$ cat src/rtl/cpu_pkg.sv
// Shared encodings for the 16-bit CPU controller: opcodes, branch conditions,
// FSM states and the PC/operand/ALU select codes driven to the datapath.
package cpu_pkg;

    typedef enum logic [3:0] {
        OpAdd  = 4'h0,
        OpSub  = 4'h1,
        OpAnd  = 4'h2,
        OpOr   = 4'h3,
        OpXor  = 4'h4,
        OpNot  = 4'h5,
        OpAddi = 4'h6,
        OpLdw  = 4'h7,
        OpStw  = 4'h8,
        OpBr   = 4'h9,
        OpBl   = 4'hA,
        OpRet  = 4'hB,
        OpHalt = 4'hF
    } opcode_e;

    typedef enum logic [2:0] {
        CondAlways = 3'b000,
        CondZ      = 3'b001,
        CondNz     = 3'b010,
        CondC      = 3'b011,
        CondN      = 3'b100,
        CondNn     = 3'b101
    } cond_e;

    typedef enum logic [2:0] {
        StFetch,
        StFwait,
        StExec,
        StMem,
        StMwait,
        StWb,
        StHalt
    } state_e;

    localparam logic [2:0] PcSelHold = 3'b000;
    localparam logic [2:0] PcSelInc  = 3'b001;
    localparam logic [2:0] PcSelRel  = 3'b010;
    localparam logic [2:0] PcSelLr   = 3'b011;

    localparam logic [1:0] Op2SelReg = 2'b00;
    localparam logic [1:0] Op2SelImm = 2'b01;

    // One-hot ALU function select {SUB,NOT,NOR,NAND,XOR,OR,AND}; all-zero is ADD.
    localparam logic [6:0] AluAdd = 7'b000_0000;
    localparam logic [6:0] AluAnd = 7'b000_0001;
    localparam logic [6:0] AluOr  = 7'b000_0010;
    localparam logic [6:0] AluXor = 7'b000_0100;
    localparam logic [6:0] AluNot = 7'b010_0000;
    localparam logic [6:0] AluSub = 7'b100_0000;

    // Flags are packed {Z, C, N}.
    function automatic logic cond_met(input logic [2:0] cond, input logic [2:0] flags);
        logic taken;
        case (cond)
            CondAlways: taken = 1'b1;
            CondZ:      taken = flags[2];
            CondNz:     taken = !flags[2];
            CondC:      taken = flags[1];
            CondN:      taken = flags[0];
            CondNn:     taken = !flags[0];
            default:    taken = 1'b0;
        endcase
        return taken;
    endfunction

endpackage

$ cat src/rtl/onehot3to8.sv
// 3-to-8 one-hot decoder used for the register-slice select lines.
module onehot3to8 (
    input  logic [2:0] i_sel,
    output logic [7:0] o_onehot
);

    assign o_onehot = 8'b0000_0001 << i_sel;

endmodule

$ cat src/rtl/control_fsm.sv
// Multi-cycle control FSM: fetches an instruction over the system bus, decodes
// it and sequences the datapath strobes, register selects and PC/LR updates.
module control_fsm
    import cpu_pkg::*;
(
    input  logic        Clock,
    input  logic        nReset,
    input  logic [15:0] SysBus,
    input  logic        Z,
    input  logic        C,
    input  logic        N,
    input  logic        nWait,
    output logic        ALE,
    output logic        nOE,
    output logic        nWE,
    output logic [7:0]  Rs1,
    output logic [7:0]  Rs2,
    output logic [7:0]  Rw,
    output logic        Op1Sel,
    output logic [1:0]  Op2Sel,
    output logic        WdSel,
    output logic [2:0]  PcSel,
    output logic        PcWe,
    output logic        PcEn,
    output logic        LrSel,
    output logic        LrWe,
    output logic        LrEn,
    output logic [6:0]  AluSel,
    output logic        CIn,
    output logic [7:0]  Imm,
    output logic        Halted
);

    state_e      r_state, w_state_next;
    logic [15:0] r_ir;
    logic [2:0]  r_flags;
    logic        w_ir_we, w_flags_we;
    opcode_e     w_op;
    logic [7:0]  w_rd_oh, w_ra_oh, w_rb_oh;
    logic [7:0]  w_imm5_sext;
    logic        w_is_store;

    assign w_op        = opcode_e'(r_ir[15:12]);
    assign w_imm5_sext = {{3{r_ir[4]}}, r_ir[4:0]};
    assign w_is_store  = (w_op == OpStw);

    onehot3to8 u_dec_rd (.i_sel(r_ir[11:9]), .o_onehot(w_rd_oh));
    onehot3to8 u_dec_ra (.i_sel(r_ir[8:6]),  .o_onehot(w_ra_oh));
    onehot3to8 u_dec_rb (.i_sel(r_ir[5:3]),  .o_onehot(w_rb_oh));

    always_ff @(posedge Clock or negedge nReset) begin
        if (!nReset) begin
            r_state <= StFetch;
            r_ir    <= '0;
            r_flags <= '0;
        end else begin
            r_state <= w_state_next;
            if (w_ir_we)    r_ir    <= SysBus;
            if (w_flags_we) r_flags <= {Z, C, N};
        end
    end

    always_comb begin
        w_state_next = r_state;
        w_ir_we      = 1'b0;
        w_flags_we   = 1'b0;
        ALE          = 1'b0;
        nOE          = 1'b1;
        nWE          = 1'b1;
        Rs1          = '0;
        Rs2          = '0;
        Rw           = '0;
        Op1Sel       = 1'b0;
        Op2Sel       = Op2SelReg;
        WdSel        = 1'b0;
        PcSel        = PcSelHold;
        PcWe         = 1'b0;
        PcEn         = 1'b0;
        LrSel        = 1'b0;
        LrWe         = 1'b0;
        LrEn         = 1'b0;
        AluSel       = AluAdd;
        CIn          = 1'b0;
        Imm          = '0;
        Halted       = 1'b0;

        // Outputs are gated by the reset pin itself so no strobe leaks while it is held.
        if (nReset) begin
            case (r_state)
                StFetch: begin
                    ALE          = 1'b1;
                    PcEn         = 1'b1;
                    w_state_next = StFwait;
                end
                StFwait: begin
                    nOE  = 1'b0;
                    PcEn = 1'b1;
                    if (nWait) begin
                        w_ir_we      = 1'b1;
                        PcWe         = 1'b1;
                        PcSel        = PcSelInc;
                        w_state_next = StExec;
                    end
                end
                StExec: begin
                    w_state_next = StFetch;
                    case (w_op)
                        OpAdd, OpSub, OpAnd, OpOr, OpXor, OpNot, OpAddi: begin
                            Rs1        = w_ra_oh;
                            Rw         = w_rd_oh;
                            w_flags_we = 1'b1;
                            if (w_op == OpAddi) begin
                                Op2Sel = Op2SelImm;
                                Imm    = w_imm5_sext;
                            end else begin
                                Rs2 = w_rb_oh;
                            end
                            case (w_op)
                                OpSub: begin
                                    AluSel = AluSub;
                                    CIn    = 1'b1;
                                end
                                OpAnd:   AluSel = AluAnd;
                                OpOr:    AluSel = AluOr;
                                OpXor:   AluSel = AluXor;
                                OpNot:   AluSel = AluNot;
                                default: AluSel = AluAdd;
                            endcase
                        end
                        OpLdw, OpStw: begin
                            // Ra + imm5 through the ALU onto the bus as the address.
                            Rs1          = w_ra_oh;
                            Op2Sel       = Op2SelImm;
                            Imm          = w_imm5_sext;
                            ALE          = 1'b1;
                            w_state_next = StMem;
                        end
                        OpBr: begin
                            Imm = r_ir[7:0];
                            if (cond_met(r_ir[11:9], r_flags)) begin
                                PcSel = PcSelRel;
                                PcWe  = 1'b1;
                            end
                        end
                        OpBl: begin
                            Imm   = r_ir[7:0];
                            LrSel = 1'b0;
                            LrWe  = 1'b1;
                            PcSel = PcSelRel;
                            PcWe  = 1'b1;
                        end
                        OpRet: begin
                            LrEn  = 1'b1;
                            PcSel = PcSelLr;
                            PcWe  = 1'b1;
                        end
                        OpHalt:  w_state_next = StHalt;
                        default: w_state_next = StFetch;
                    endcase
                end
                StMem, StMwait: begin
                    if (w_is_store) begin
                        nWE = 1'b0;
                        Rs2 = w_rd_oh;
                    end else begin
                        nOE = 1'b0;
                    end
                    if (r_state == StMem) begin
                        w_state_next = StMwait;
                    end else if (nWait) begin
                        w_state_next = w_is_store ? StFetch : StWb;
                    end
                end
                StWb: begin
                    WdSel        = 1'b1;
                    Rw           = w_rd_oh;
                    w_state_next = StFetch;
                end
                StHalt:  Halted = 1'b1;
                default: w_state_next = StFetch;
            endcase
        end
    end

endmodule

$ cat config.mk
export PLATFORM = sky130hd
export DESIGN_NAME = control_fsm
export DESIGN_NICKNAME = d
export VERILOG_FILES = /design/src/rtl/cpu_pkg.sv /design/src/rtl/onehot3to8.sv /design/src/rtl/control_fsm.sv
export SDC_FILE = /design/constraint.sdc
export NUM_CORES = 1
export LEC_CHECK = 0
export BUFFER_PORTS_ARGS = -buffer_cell sky130_fd_sc_hd__buf_2
export CORE_MARGIN = 10
export CORE_UTILIZATION = 40
export DETAILED_ROUTE_END_ITERATION = 8
export GPL_TIMING_DRIVEN = 0
export PLACE_DENSITY = 0.71
export SYNTH_ARGS = -nofsm -noshare
export SYNTH_HDL_FRONTEND = slang
export SYNTH_HIERARCHICAL = 1
export SYNTH_SLANG_ARGS = --single-unit
$ cat constraint.sdc
create_clock -name Clock -period 4.46 [get_ports Clock]
set_clock_uncertainty 0.15 [all_clocks]
set_input_delay 0.892 -clock Clock [delete_from_list [all_inputs] [get_ports Clock]]
set_output_delay 0.892 -clock Clock [all_outputs]
set_load 0.1 [all_outputs]
### Word-level counts from Yosys, hierarchy flattened

Index checks and enable logic that the tools add are counted.
W data, S select, Z words.

| word-level totals | value |
|---|---|
| input port bits | 22 |
| output and inout port bits | 56 |
| word-level logic and storage cells | 118 |
| register bits | 22 |

| operators by class | value |
|---|---|
| bitwise logic cells | 1 |
| reductions and logical operators | 13 |
| shift-type cells | 3 |
| equal/unequal tests | 25 |
| multiplexer cells | 73 |

Operators by type and width:

| cell | count |
|---|---|
| $mux W8 | 12 |
| $mux W1 | 38 |
| $pmux W7 S5 | 1 |
| $pmux W8 S2 | 2 |
| $pmux W8 S3 | 1 |
| $shl A1 B3 Y8 const A | 3 |
| $mux W7 | 3 |
| $eq A4 B4 Y1 const B | 5 |
| $eq A4 B3 Y1 const B | 4 |
| $eq A3 B3 Y1 const B | 5 |
| $pmux W3 S5 | 1 |
| $eq A3 B2 Y1 const B | 4 |
| $mux W3 | 4 |
| $pmux W1 S2 | 5 |
| $reduce_or A2 Y1 | 5 |
| $reduce_or A9 Y1 | 1 |
| $eq A4 B2 Y1 const B | 2 |
| $reduce_or A7 Y1 | 1 |
| $eq A3 B1 Y1 const B | 2 |
| $logic_not A3 Y1 | 2 |
| $pmux W1 S6 | 1 |
| $pmux W2 S3 | 1 |
| $pmux W3 S2 | 1 |
| $eq A4 B1 Y1 const B | 1 |
| other kinds (8) | 10 |

### Longest topological paths before layout

Gate-level depths: netlist of run 1.

| logic depth | value |
|---|---|
| depth in word-level cells | 9 |
| gate-level depth with buffers | 6 |

### Cells and area by module

The synthesis of run 1 kept the hierarchy.

Modules (own cells, without submodules):

| module | cells an instance | area each (µm²) | times used | seq. area each (µm²) |
|---|---|---|---|---|
| control_fsm | 193 | 1705.4 | 1 | 550.5 |
| onehot3to8 | 8 | 65.1 | 3 | 0.0 |

### Worst setup path after synthesis of run 1

Ideal clock, no wire load.

| timing | value |
|---|---|
| kind | input to output |
| start | input port nReset |
| end | output port Rw[0] |
| stages on the path | 5 |
| buffers on the path | 1 |
| setup slack | -1.911 ns |
| required time | 3.418 ns |
| arrival time | 5.329 ns |
| cells stage by stage | buf_4 > nand2_1 > nor3b_1 > a21oi_1 > nor2b_1 |

| on the way | value |
|---|---|
| word-level cells in the longest chain between the ends | 1 |

Ends and longest elaborated chain:

| item | line | RTL |
|---|---|---|
| from (decl) | control_fsm.sv:7 | `input logic nReset,` |
| $mux W8 | control_fsm.sv:88 | `if (nReset) begin` |
| to (decl) | control_fsm.sv:18 | `output logic [7:0] Rw,` |

No other way between the ends.

### Worst setup path after layout of run 1

| timing | value |
|---|---|
| start | input port nReset |
| end | output port Rw[6] |

Same word-level chain as after synthesis.

==> impl.org, run 1 <==
** Route
- The routed design has approximately 5.4 mm of wire.
- Number of search-and-repair iterations in the first detailed-routing pass :: 4
- The count of nets left with antenna violations once routing finished came out at 0.
- Count of unresolved DRC violations after routing :: 0
- Total via count in the routed design :: ~1,900
- Dividing the detail-routed via count by the number of cells gives around 5.3.
- In this run, the number of DRC markers left after iteration 0 of detailed routing was just over 90.
- In the final routed layout, each cell accounts on average for roughly 15 µm.

** Finish
- # diodes :: 0
- Commonest non-fill, non-tap cell in the layout :: buf_2
- Fraction of final layout cells sized beyond drive strength 1 :: 48.3%
- Leaving out filler cells and counting taps, the final layout contains approximately 350.
- The net count of the finished layout is ~320.
- Compared with the post-synthesis result, the final layout area differs by 30.5%.
- Most used cells in the layout excluding fill and tap cells :: buf_2 (78), dfrtp_1 (22), nor2_1 (20)

** Global route
- First-pass GRT wire length :: about 8.5 mm
- The number of antenna violations at the first check in global routing was 0.
- Global routing used 13.2% of the available tracks.
- Total congestion overflow :: 0
- Maximum number of pins on one net before global-route repair :: 25
- The via count of the first global-routing pass is 1,821.

** Synthesis
- In the synthesized netlist the dominant register cell turns out to be dfrtp_1.
- Average cell area after synthesis :: approximately 8.8 µm²
- Counting distinct cell types in the post-synthesis netlist gives 45.
- Area of the mapped netlist :: roughly 1900 µm²
- In this run, synthesis inferred 0 flip-flops with an integrated enable.
- For this run, the number of Yosys warnings is 6.
- Sequential cells were found to cover 29.0% of the synthesized design area.
- Async set-or-reset flop fraction in the synthesized netlist :: 100%
- Synthesis inferred 22 register bits.
- Cells after Synth :: about 220

** Critical path
- Across all register-to-register paths, the minimum setup slack is 2.38 ns.
- Class of the most critical setup path :: primary input to output pin
- Of all nets on the critical path, the largest fanout is 24.
- Crit path launch type :: primary input
- First element of the critical path :: nReset
- STA classifies the critical path endpoint as an output pin.
- At the worst endpoint, the required time is between 3 and 4 ns.
- Launching point of the worst reg2reg path :: r_state[1]
- Crit path arrival time :: ~3.1 ns

** STA
- Final period utilization :: about 93%
- Minimum period implied by the final worst setup slack :: a little over 4 ns
- Achievable clock frequency :: 242 MHz
- The final max-slew violation count was 0.
- Total of endpoints with negative setup slack in the final report :: 0
- Worst slew slack as a fraction of its limit :: between 40 and 50%
- The number of endpoints with negative hold slack in the final report came to 0.
- Total Negative Setup Slacks :: 0 ns
- Transition time of the tightest slew-check pin :: between 0.8 and 0.9 ns
- Setup repair after global routing left no endpoint under its margin.

** Clock tree
- Max Buffers Root-to-Sink :: 2
- TritonCTS created 3 clock buffers.
- Quantity of hold-fixing buffers added after cts :: 0
- CTS tree :: done
- Worst-path clk slew :: about 0.080 ns
- Clock root buffer :: clkbuf_8
- Resize count post-CTS :: 0
- The later pin in the worst-skew pair is clocked with a latency of 0.27 ns.
- H-tree levels :: 1
- Post-CTS Repair Setup Buffers :: 0
- TritonCTS sink count :: 22

** Place
- The count of buffers added on input and output ports is 71.
- Final estimated routing congestion in global placement :: approximately 0.91
- The wire-length estimate of the detail-placed layout is ~4.3 mm.
- Once placement completed, the tool counted placed cells totaling approximately 350.

** Die
- Row generation in the floorplan step produced 25 rows.
- Measured along the x axis, the die boundary spans a little under 90 µm.
- The die covers a little under 8000 µm².
- Num ports :: just under 80
- For this configuration, the core starts out at a cell density of between 40% and 50%.
- Die extent in y :: between 80 and 90 µm
- Area of the core :: 4660 µm²

** Power
- For this design the ratio of total power to cell area is roughly 630 nW/µm².
- VDD sags by at most between 0.0003 and 0.0004 V.
- The analysis attributes to cell leakage a power of approximately 1.2 nW.

** Flow run
- Max-cap violations in this run came to 0.

** Outcome
- The flow ran to the end, and the final reports show no timing, DRC or antenna violations.

** Hold path
- Critical hold path startpoint :: r_ir[2]
- The path class of the tightest hold or removal check is flop to flop.
==> cell usage after synthesis (7+ instances only) <==
cell	count	share of area, %
mux2_2	18	11
buf_4	9	3.6
and2_1	13	4.3
nor3b_1	15	5.9
nor2b_1	12	3.9
nor2_1	20	3.9
dfrtp_1	22	29
and3b_2	9	4.7
nand2_1	14	2.8
buf_2	7	1.8
a22oi_1	11	4.3
==> sequential cells by signal, indices dropped and copies added, names as in the netlist <==
name / flops
r_ir: 16
r_flags: 3
r_state: 3
==> report_power, final <==
| part | internal (mW) | leakage (nW) | switching [mW] | total, mW |
|---|---|---|---|---|
| combinational | 0.346 | 0.911 | 0.581 | 0.927 |
| clock | 0.120 | 0.0357 | 0.0708 | 0.191 |
| sequential | 0.297 | 0.267 | 0.135 | 0.432 |
==> routing by layer <==
layer	wire (µm)	vias to the layer above	share of wire, %	global-route usage (%)
li1	-	932	-	-
met1	2280	849	42	16.0
met2	2440	71	45	21.6
met3	594	7	11	4.28
met4	65	0	1.2	4.48
met5	0	-	0	0
==> cells by family (layout without fill, tap and decap cells) <==
logic type,count (synthesis),in the layout,share of synthesized area (%)
AND/OR/NAND/NOR,115,115,37.7
buffers and inverters,21,97,6.39
flip-flops,22,22,29.0
other,1,6,0.197
AO/OA/AOI/OAI,38,38,14.9
multiplexers,20,20,11.8
==> final cells by class <==
class,instances,area [µm²]
clock inverters,1,30.0
plain buffers,19,114
fillers,440,2180
repair buffers,72,360
inverters,2,7.51
well taps,54,67.6
flip-flops and latches,22,551
clock buffers,3,41.3
multi-input cells,179,1310
==> per-stage QoR <==
step                      power, mW  util [%]  worst slack [ns]  area [µm²]  hold WS, ns
after floorplan                1.18         -             0.112        1980        0.321
after detailed placement       1.35      51.6             0.307        2400        0.345
after CTS                      1.55      53.1             0.295        2470        0.367
final                          1.55      53.2             0.334        2480        0.360
after global placement         1.33      51.6             0.307        2400        0.329
after global routing           1.66      53.2             0.120        2480        0.381
==> path summary, 6_finish.rpt <==
check                      endpoint  cells past startpoint
min                         r_ir[2]                      1
max                           Rw[6]                      7
max reg2reg                 r_ir[5]                      5
min reg2reg                 r_ir[2]                      1
min in group asynchronous  r_ir[11]                      1
max in group asynchronous   r_ir[7]                      1
==> worst max-delay path, stage by stage <==
cell,delay (ns)
buf_2,0.44
buf_4,0.27
nand2b_1,0.12
nor3_2,0.35
a21oi_1,0.35
nor2b_2,0.19
buf_2,0.44
Note: power is estimated with default switching activity, not from simulation.
==> inputs of run 2 (changes only) <==
CELL_PAD_IN_SITES_DETAIL_PLACEMENT = 1   (was unset)
CELL_PAD_IN_SITES_GLOBAL_PLACEMENT = 1   (was unset)
CORE_UTILIZATION = 38   (was 40)
PLACE_DENSITY = 0.89   (was 0.71)
==> run 2 against run 1 <==
Effect of this change: combinational power grew 2%; total power down 0.82%; highest routed layer unchanged; sequential share of layout area stayed put; non-clock buffer count did not move; largest cell class unchanged; global-route usage up 1.4 points; via count is 3.4% higher; core utilization down 1.4 points; wire length increased by 16%; cell area unchanged; sequential power rose by 3%; critical endpoint is now Rw[1].
==> impl.org, run 2 (same netlist as run 1, synthesis figures left out) <==
** Route
- The number of DRC markers in iteration 0 came to 73 (-20%).
- Detailed-route vias per instance :: 5.27 (-0.29%)
- The residual DRC count is 0 (unchanged).
- Mean routed wirelength per cell :: 17.1 µm (+12%)
- The total iterations of the first detailed-routing run is 4 (unchanged).
- Detailed Route WL :: 6.22 mm (+16%)
- The number of nets still failing antenna checks after routing is 0 (unchanged).
- The via total after detailed routing came to 1,922 (+3.4%).

** Power
- The static power due to leakage was 1.21 nW (-0.57%).
- The worst-case vdd ir drop was 0.000272 V (-23%).
- The power after layout was 1.54 mW (-0.82%).
- Cell Pwr Density :: 620 nW/µm² (-0.82%)

** Place
- The port buffer count is 71 (unchanged).
- The post-detailed-placement half-perimeter wirelength is 4.92 mm (+15%).
- The routability-driven placement congestion ratio came to 0.903 (-0.98%).
- The placed cell area is 2420 µm² (+0.68%).

** Finish
- Commonest non-fill, non-tap cell in the layout :: buf_2
- The flip-flop count of the largest register, all copies and words added was 16 (unchanged).
- Ranked by flip-flop count, first place goes to r_ir.
- The total non-filler cell area in the finished layout was 2480 µm² (unchanged).
- Largest registers :: r_ir: 16 flops, r_flags: 3 flops, r_state: 3 flops
- Leaving out fill and tap cells, the most frequent cells in the layout are buf_2 (78), dfrtp_1 (22), nor2_1 (20).
- The register area is 551 µm² (unchanged).
- Multi-input logic area :: 1310 µm² (unchanged)
- The number of antenna cells inserted came to 0 (unchanged).
- P&R area growth vs syn :: 30.5% (unchanged)
- The fraction of layout cells with a size suffix above 1 came to 48.3% (unchanged).
- Final Net Count :: 321 (unchanged)
- Number of inserted filler cells in the final layout :: 606 (+38%)

** Flow run
- Max-Cap Viols :: 0 (unchanged)

** STA
- The normalized max-slew margin came to 39.3% (-0.82 points).
- The aggregate negative setup slack is 0 ns (unchanged).
- Final period utilization :: 94.6% (+2.1 points)
- Achievable clock frequency :: 237 MHz (-2.2%)
- Fin. Hold Viols :: 0 (unchanged)
- Unrepaired setup endpoints after global routing :: false
- The number of endpoints failing setup at the final stage came to 0 (unchanged).
- The final max-slew violation count is 0 (unchanged).
- Transition time of the tightest slew-check pin :: 0.910 ns (+0.0123 ns)
- Minimum period implied by the final worst setup slack :: 4.22 ns (+0.0916 ns)

** Critical path
- Worst stage delay on the critical path :: 0.47 ns (+0.03 ns)
- The setup slack of the worst register-to-register path came to 2.36 ns (-0.02 ns).
- The worst register-to-register path begins at r_state[1].
- The depth of the worst register-to-register path was 5 (unchanged).
- STA classifies the critical path endpoint as an output pin.
- Crit path arrival time :: 3.18 ns (+0.10 ns)
- Worst path required time :: 3.42 ns (about the same)
- Among the stages of the critical path, the cell type that occurs most often is buf_2.
- Traced cell by cell, the critical path runs through buf_2 > buf_4 > nand2b_1 > nor3_2 > a21oi_1 > nor2b_2 > buf_2.
- Largest fanout on the critical path :: 24 (unchanged)
- Class of the most critical setup path :: primary input to output pin
- Crit path max-delay cell type :: buf_2
- Crit path launch type :: primary input
- The worst register-to-register path ends at r_ir[5].

** Die
- Row Count :: 25 (unchanged)
- Initial standard-cell utilization of the core :: 39.7% (-1.1 points)
- Chip width :: 90.7 µm (+2.0%)
- The overall die height is 90.7 µm (+2.0%).
- Floorplan die area :: 8230 µm² (+4.1%)
- Area of the core :: 4790 µm² (+2.7%)
- Num ports :: 78 (unchanged)

** Clock tree
- The clock latency of the later-clocked register in the worst-skew pair is 0.26 ns (about the same).
- Clock root buffer :: clkbuf_8
- CTS tree :: done
- Clock buffers created by TritonCTS :: 3 (unchanged)
- The post-CTS setup buffer count is 0 (unchanged).
- Max Buffers Root-to-Sink :: 2 (unchanged)
- TritonCTS sink count :: 22 (unchanged)
- The post-cts resize count was 0 (unchanged).
- Quantity of hold-fixing buffers added after cts :: 0 (unchanged)
- Worst-path clk slew :: 0.09 ns (about the same)
- The number of levels the H-tree was split into was 1 (unchanged).

** Outcome
- Result of the run :: finished, final reports clean

** Global route
- The first-pass GRT wire length is 10.3 mm (+22%).
- The largest net degree at the start of global routing came to 25 (unchanged).
- The number of antenna violations at the first check in global routing came to 0 (unchanged).
- The all-layer global routing usage came to 14.6% (+1.4 points).
- Vias in the first global route :: 2,098 (+15%)
- The total congestion overflow is 0 (unchanged).

** Hold path
- Worst hold path stage count :: 1 (unchanged)
- Endpoint, Worst Hold :: r_ir[2]
- The startpoint identified for the worst hold timing path is r_ir[2].
- The path class of the tightest hold or removal check is flop to flop.
run 2: cell types whose count changed in the layout (fill, tap and decap cells not counted):
cell | previous run | this run
bufinv_16 | 1 | 0
clkbuf_8 | 3 | 4
run 2: where the power goes:
| group | internal, mW | total [mW] | switching, mW |
|---|---|---|---|
| sequential | 0.297 | 0.444 | 0.147 |
| clock | 0.0787 | 0.147 | 0.0685 |
| combinational | 0.347 | 0.946 | 0.600 |
run 2: per-layer routing:
metal  global-route usage, %  routed length, µm  share of wire [%]
met2                    25.7               3030                 49
met5                       0                  0                  0
met1                    17.1               2750                 44
met3                    4.24                417                6.7
met4                    2.39                 27               0.43
run 2: cell type report:
type | instances | share of cell area [%]
repair buffers | 72 | 14.5
well taps | 67 | 3.38
clock buffers | 4 | 2.22
multi-input cells | 179 | 52.8
flip-flops and latches | 22 | 22.2
plain buffers | 19 | 4.59
inverters | 2 | 0.303
run 2: worst max path at each step:
stage,startpoint,to,slack (ns),depth (start not counted)
finish,nReset,Rw[1],0.24,7
global route,nReset,Rw[3],0.03,7
CTS,nReset,Rw[1],0.19,7
detailed placement,nReset,Rw[1],0.20,7
global placement,nReset,Rw[5],0.30,7
floorplan,nReset,Rw[0],0.11,5
run 2: critical path, delay by kind of cell:
family / cells / cell delay (ns)
buffers and inverters: 3 / 1.20
and+or+nand+nor: 3 / 0.71
AOI/OAI and AO/OA: 1 / 0.36
run 2: stage by stage:
step | utilization, % | worst slack, ns | hold slack, ns | instances
finish | 51.8 | 0.242 | 0.357 | 365
global route | 51.8 | 0.0297 | 0.381 | 365
CTS | 51.7 | 0.193 | 0.363 | 364
detailed placement | 50.6 | 0.198 | 0.340 | 360
global placement | 50.6 | 0.302 | 0.329 | 360
floorplan | - | 0.112 | 0.321 | 222
==> inputs of run 3 (changes only) <==
REMOVE_ABC_BUFFERS = 1   (was unset)
==> run 3 against run 2 <==
Effect of this change: first-iteration DRC count up 44%; critical path depth down 1; clock power about the same; register-to-register slack better by 0.07 ns; non-clock buffer count down 20; critical endpoint unchanged; critical path type unchanged; count of clock-buffer cells in the layout unchanged; maximum frequency up 3.7%; highest routed layer unchanged; die area unchanged; cell count down 5.5%; combinational power down 20%; worst setup slack better by 0.15 ns.
==> impl.org, run 3 (same netlist as run 1, synthesis figures left out) <==
** Clock tree
- Clock tree synthesis selected as its root buffer the cell clkbuf_8.
- The post-CTS setup buffer count came to 0 (unchanged).
- Quantity of hold-fixing buffers added after cts :: 0 (unchanged)
- The TritonCTS buffer count was 3 (unchanged).
- The clock transition time at the flip-flop clock pins of the worst setup and hold paths came to 0.08 ns (about the same).
- The number of levels the H-tree was split into was 1 (unchanged).
- TritonCTS sink count :: 22 (unchanged)
- TritonCTS built the clock tree.
- The clock latency of the later-clocked register in the worst-skew pair came to 0.27 ns (about the same).
- The maximum buffer depth of the clock tree is 2 (unchanged).
- The post-cts resize count is 0 (unchanged).

** Finish
- The largest registers in the layout are r_ir: 16 flops, r_flags: 3 flops, r_state: 3 flops.
- Multi-input logic area :: 1250 µm² (-4.7%)
- In the layout the commonest cells are buf_2 (71), dfrtp_1 (22), nor2_1 (20).
- Post-route non-filler standard cell count :: 345 (-5.5%)
- The register area was 551 µm² (unchanged).
- Final Net Count :: 301 (-6.2%)
- The fraction of layout cells with a size suffix above 1 came to 40.3% (-8.0 points).
- Ranked by flip-flop count, first place goes to r_ir.
- Max reg flops :: 16 (unchanged)
- Relative to the synthesized area, the layout overhead comes to 21.0%.
- Number of inserted filler cells in the final layout :: 600 (-0.99%)
- # diodes :: 0 (unchanged)
- Leaving out fill and tap cells, the most frequent cell in the layout is buf_2.
- Finished Core Util :: 48.1% (-3.8 points)
- The total non-filler cell area in the finished layout came to 2300 µm² (-7.3%).

** Die
- Die extent in y :: 90.7 µm (unchanged)
- The area of the die came to 8230 µm² (unchanged).
- The boundary pin count was 78 (unchanged).
- The initial core utilization is 39.7% (unchanged).
- Chip width :: 90.7 µm (unchanged)
- The count of standard-cell rows came to 25 (unchanged).
- The area inside the core boundary is 4790 µm² (unchanged).

** STA
- The post-route worst setup slack came to 0.392 ns (+0.150 ns).
- The normalized max-slew margin was 45.5% (+6.1 points).
- Unrepaired setup endpoints after global routing :: false
- The transition time at the pin with the least slew margin was 0.816 ns (-0.0937 ns).
- Pins over their slew limit :: 0 (unchanged)
- Total of endpoints with negative setup slack in the final report :: 0 (unchanged)
- Total Negative Setup Slacks :: 0 ns (unchanged)
- The achievable clock frequency was 246 MHz (+3.7%).
- Minimum period implied by the final worst setup slack :: 4.07 ns (-0.150 ns)
- The number of endpoints with negative hold slack in the final report is 0 (unchanged).
- Post-Route Hold Slack :: 0.363 ns (+0.00567 ns)
- Final period utilization :: 91.2% (-3.4 points)

** Place
- The post-detailed-placement half-perimeter wirelength came to 4.53 mm (-7.9%).
- The number of cells after detailed placement came to 341 (-5.3%).
- Total of buffers placed on input and output ports :: 71 (unchanged)
- Placement-stage cell area :: 2240 µm² (-7.2%)
- Final estimated routing congestion in global placement :: 0.762 (-16%)
- The worst setup slack before clock tree synthesis is 0.378 ns (+0.180 ns).

** Power
- Cell Pwr Density :: 628 nW/µm² (+1.2%)
- Highest ir drop seen on vdd :: 0.000336 V (+24%)
- The static power due to leakage is 1.11 nW (-7.7%).
- The power after layout is 1.44 mW (-6.1%).

** Global route
- First-pass GRT wire length :: 9.72 mm (-5.9%)
- The largest net degree at the start of global routing is 34 (+36%).
- Total congestion overflow :: 0 (unchanged)
- Antenna violations before repair :: 0 (unchanged)
- Vias in the first global route :: 1,950 (-7.1%)
- The all-layer global routing usage came to 13.8% (-0.78 points).

** Hold path
- Endpoint, Worst Hold :: r_ir[0]
- In this run the most critical hold path is launched from r_ir[0].
- Worst hold path stage count :: 1 (unchanged)
- Type of the worst min-delay path :: flop to flop

** Flow run
- The number of max-cap violations was 0 (unchanged).

** Outcome
- Result of the run :: finished, final reports clean

** Route
- Detailed Route WL :: 5.84 mm (-6.2%)
- The number of nets still failing antenna checks after routing is 0 (unchanged).
- Total via count in the routed design :: 1,835 (-4.5%)
- Starting DRC count in detailed routing :: 105 (+44%)
- Top sig layer :: met4
- Length of routed wiring on met1 :: 2.58 mm (-6.1%)
- Count of unresolved DRC violations after routing :: 0 (unchanged)
- Mean routed wirelength per cell :: 16.9 µm (-0.80%)
- The total iterations of the first detailed-routing run is 4 (unchanged).
- Routed length on met2 :: 2.77 mm (-8.5%)
- The mean number of vias per cell was 5.32 (+1.0%).
- The total met3 wirelength after detailed routing came to 429 µm (+2.9%).

** Critical path
- The critical path data required time came to 3.42 ns (about the same).
- The data arrival time at the worst-slack endpoint is 3.03 ns (-0.15 ns).
- The startpoint identified for the worst register-to-register timing path is r_ir[13].
- Largest fanout on the critical path :: 33 (+38%)
- The worst register-to-register path ends at r_state[0].
- The depth of the worst register-to-register path was 3 (-2).
- Crit path launch type :: primary input
- By startpoint and endpoint, the worst setup path is classified as primary input to output pin.
- Setup slack on the worst flop-to-flop path :: 2.43 ns (+0.07 ns)
- The worst setup path is captured at an output pin.
==> run 3: cell types whose count changed in the layout (fill, tap and decap cells not counted), moves of 2 or more <==
cell | before | now
buf_2 | 78 | 71
buf_4 | 9 | 0
clkbuf_1 | 3 | 0
nor2b_1 | 4 | 12
nor2b_2 | 8 | 0
nor3_1 | 4 | 6
nor3_2 | 3 | 1
nor3b_1 | 11 | 15
nor3b_2 | 3 | 0
==> run 3: critical path, cell delays in order <==
cell,delay (ns)
buf_2,0.55
nand2b_1,0.25
nor3_2,0.36
a21oi_1,0.26
nor2b_1,0.23
buf_2,0.46
==> run 3: per-layer routing <==
metal | up-vias | GRT usage, %
met1 | 878 | 16.4
met2 | 64 | 23.3
met5 | - | 0
met4 | 0 | 3.58
met3 | 5 | 4.32
li1 | 888 | -
==> run 3: how the worst max path moves through the flow <==
stage	start	endpoint	slack, ns	depth (start not counted)
after global routing	nReset	Rw[1]	0.19	6
after global placement	nReset	PcWe	0.41	6
after detailed placement	nReset	PcWe	0.38	6
after floorplan	nReset	AluSel[6]	-1.92	4
after CTS	nReset	Rw[1]	0.36	6
final	nReset	Rw[1]	0.39	6
==> run 3: power by group <==
part,switching [mW],internal (mW)
combinational,0.457,0.301
clock,0.0683,0.0788
sequential,0.244,0.295
total,0.769,0.675
==> run 3: final cells by class <==
class,count,area share [%]
sequential,22,23.9
tap,67,3.65
clock buffer,4,2.39
inverter,2,0.326
multi-input combinational,179,54.2
timing repair buffer,71,15.5
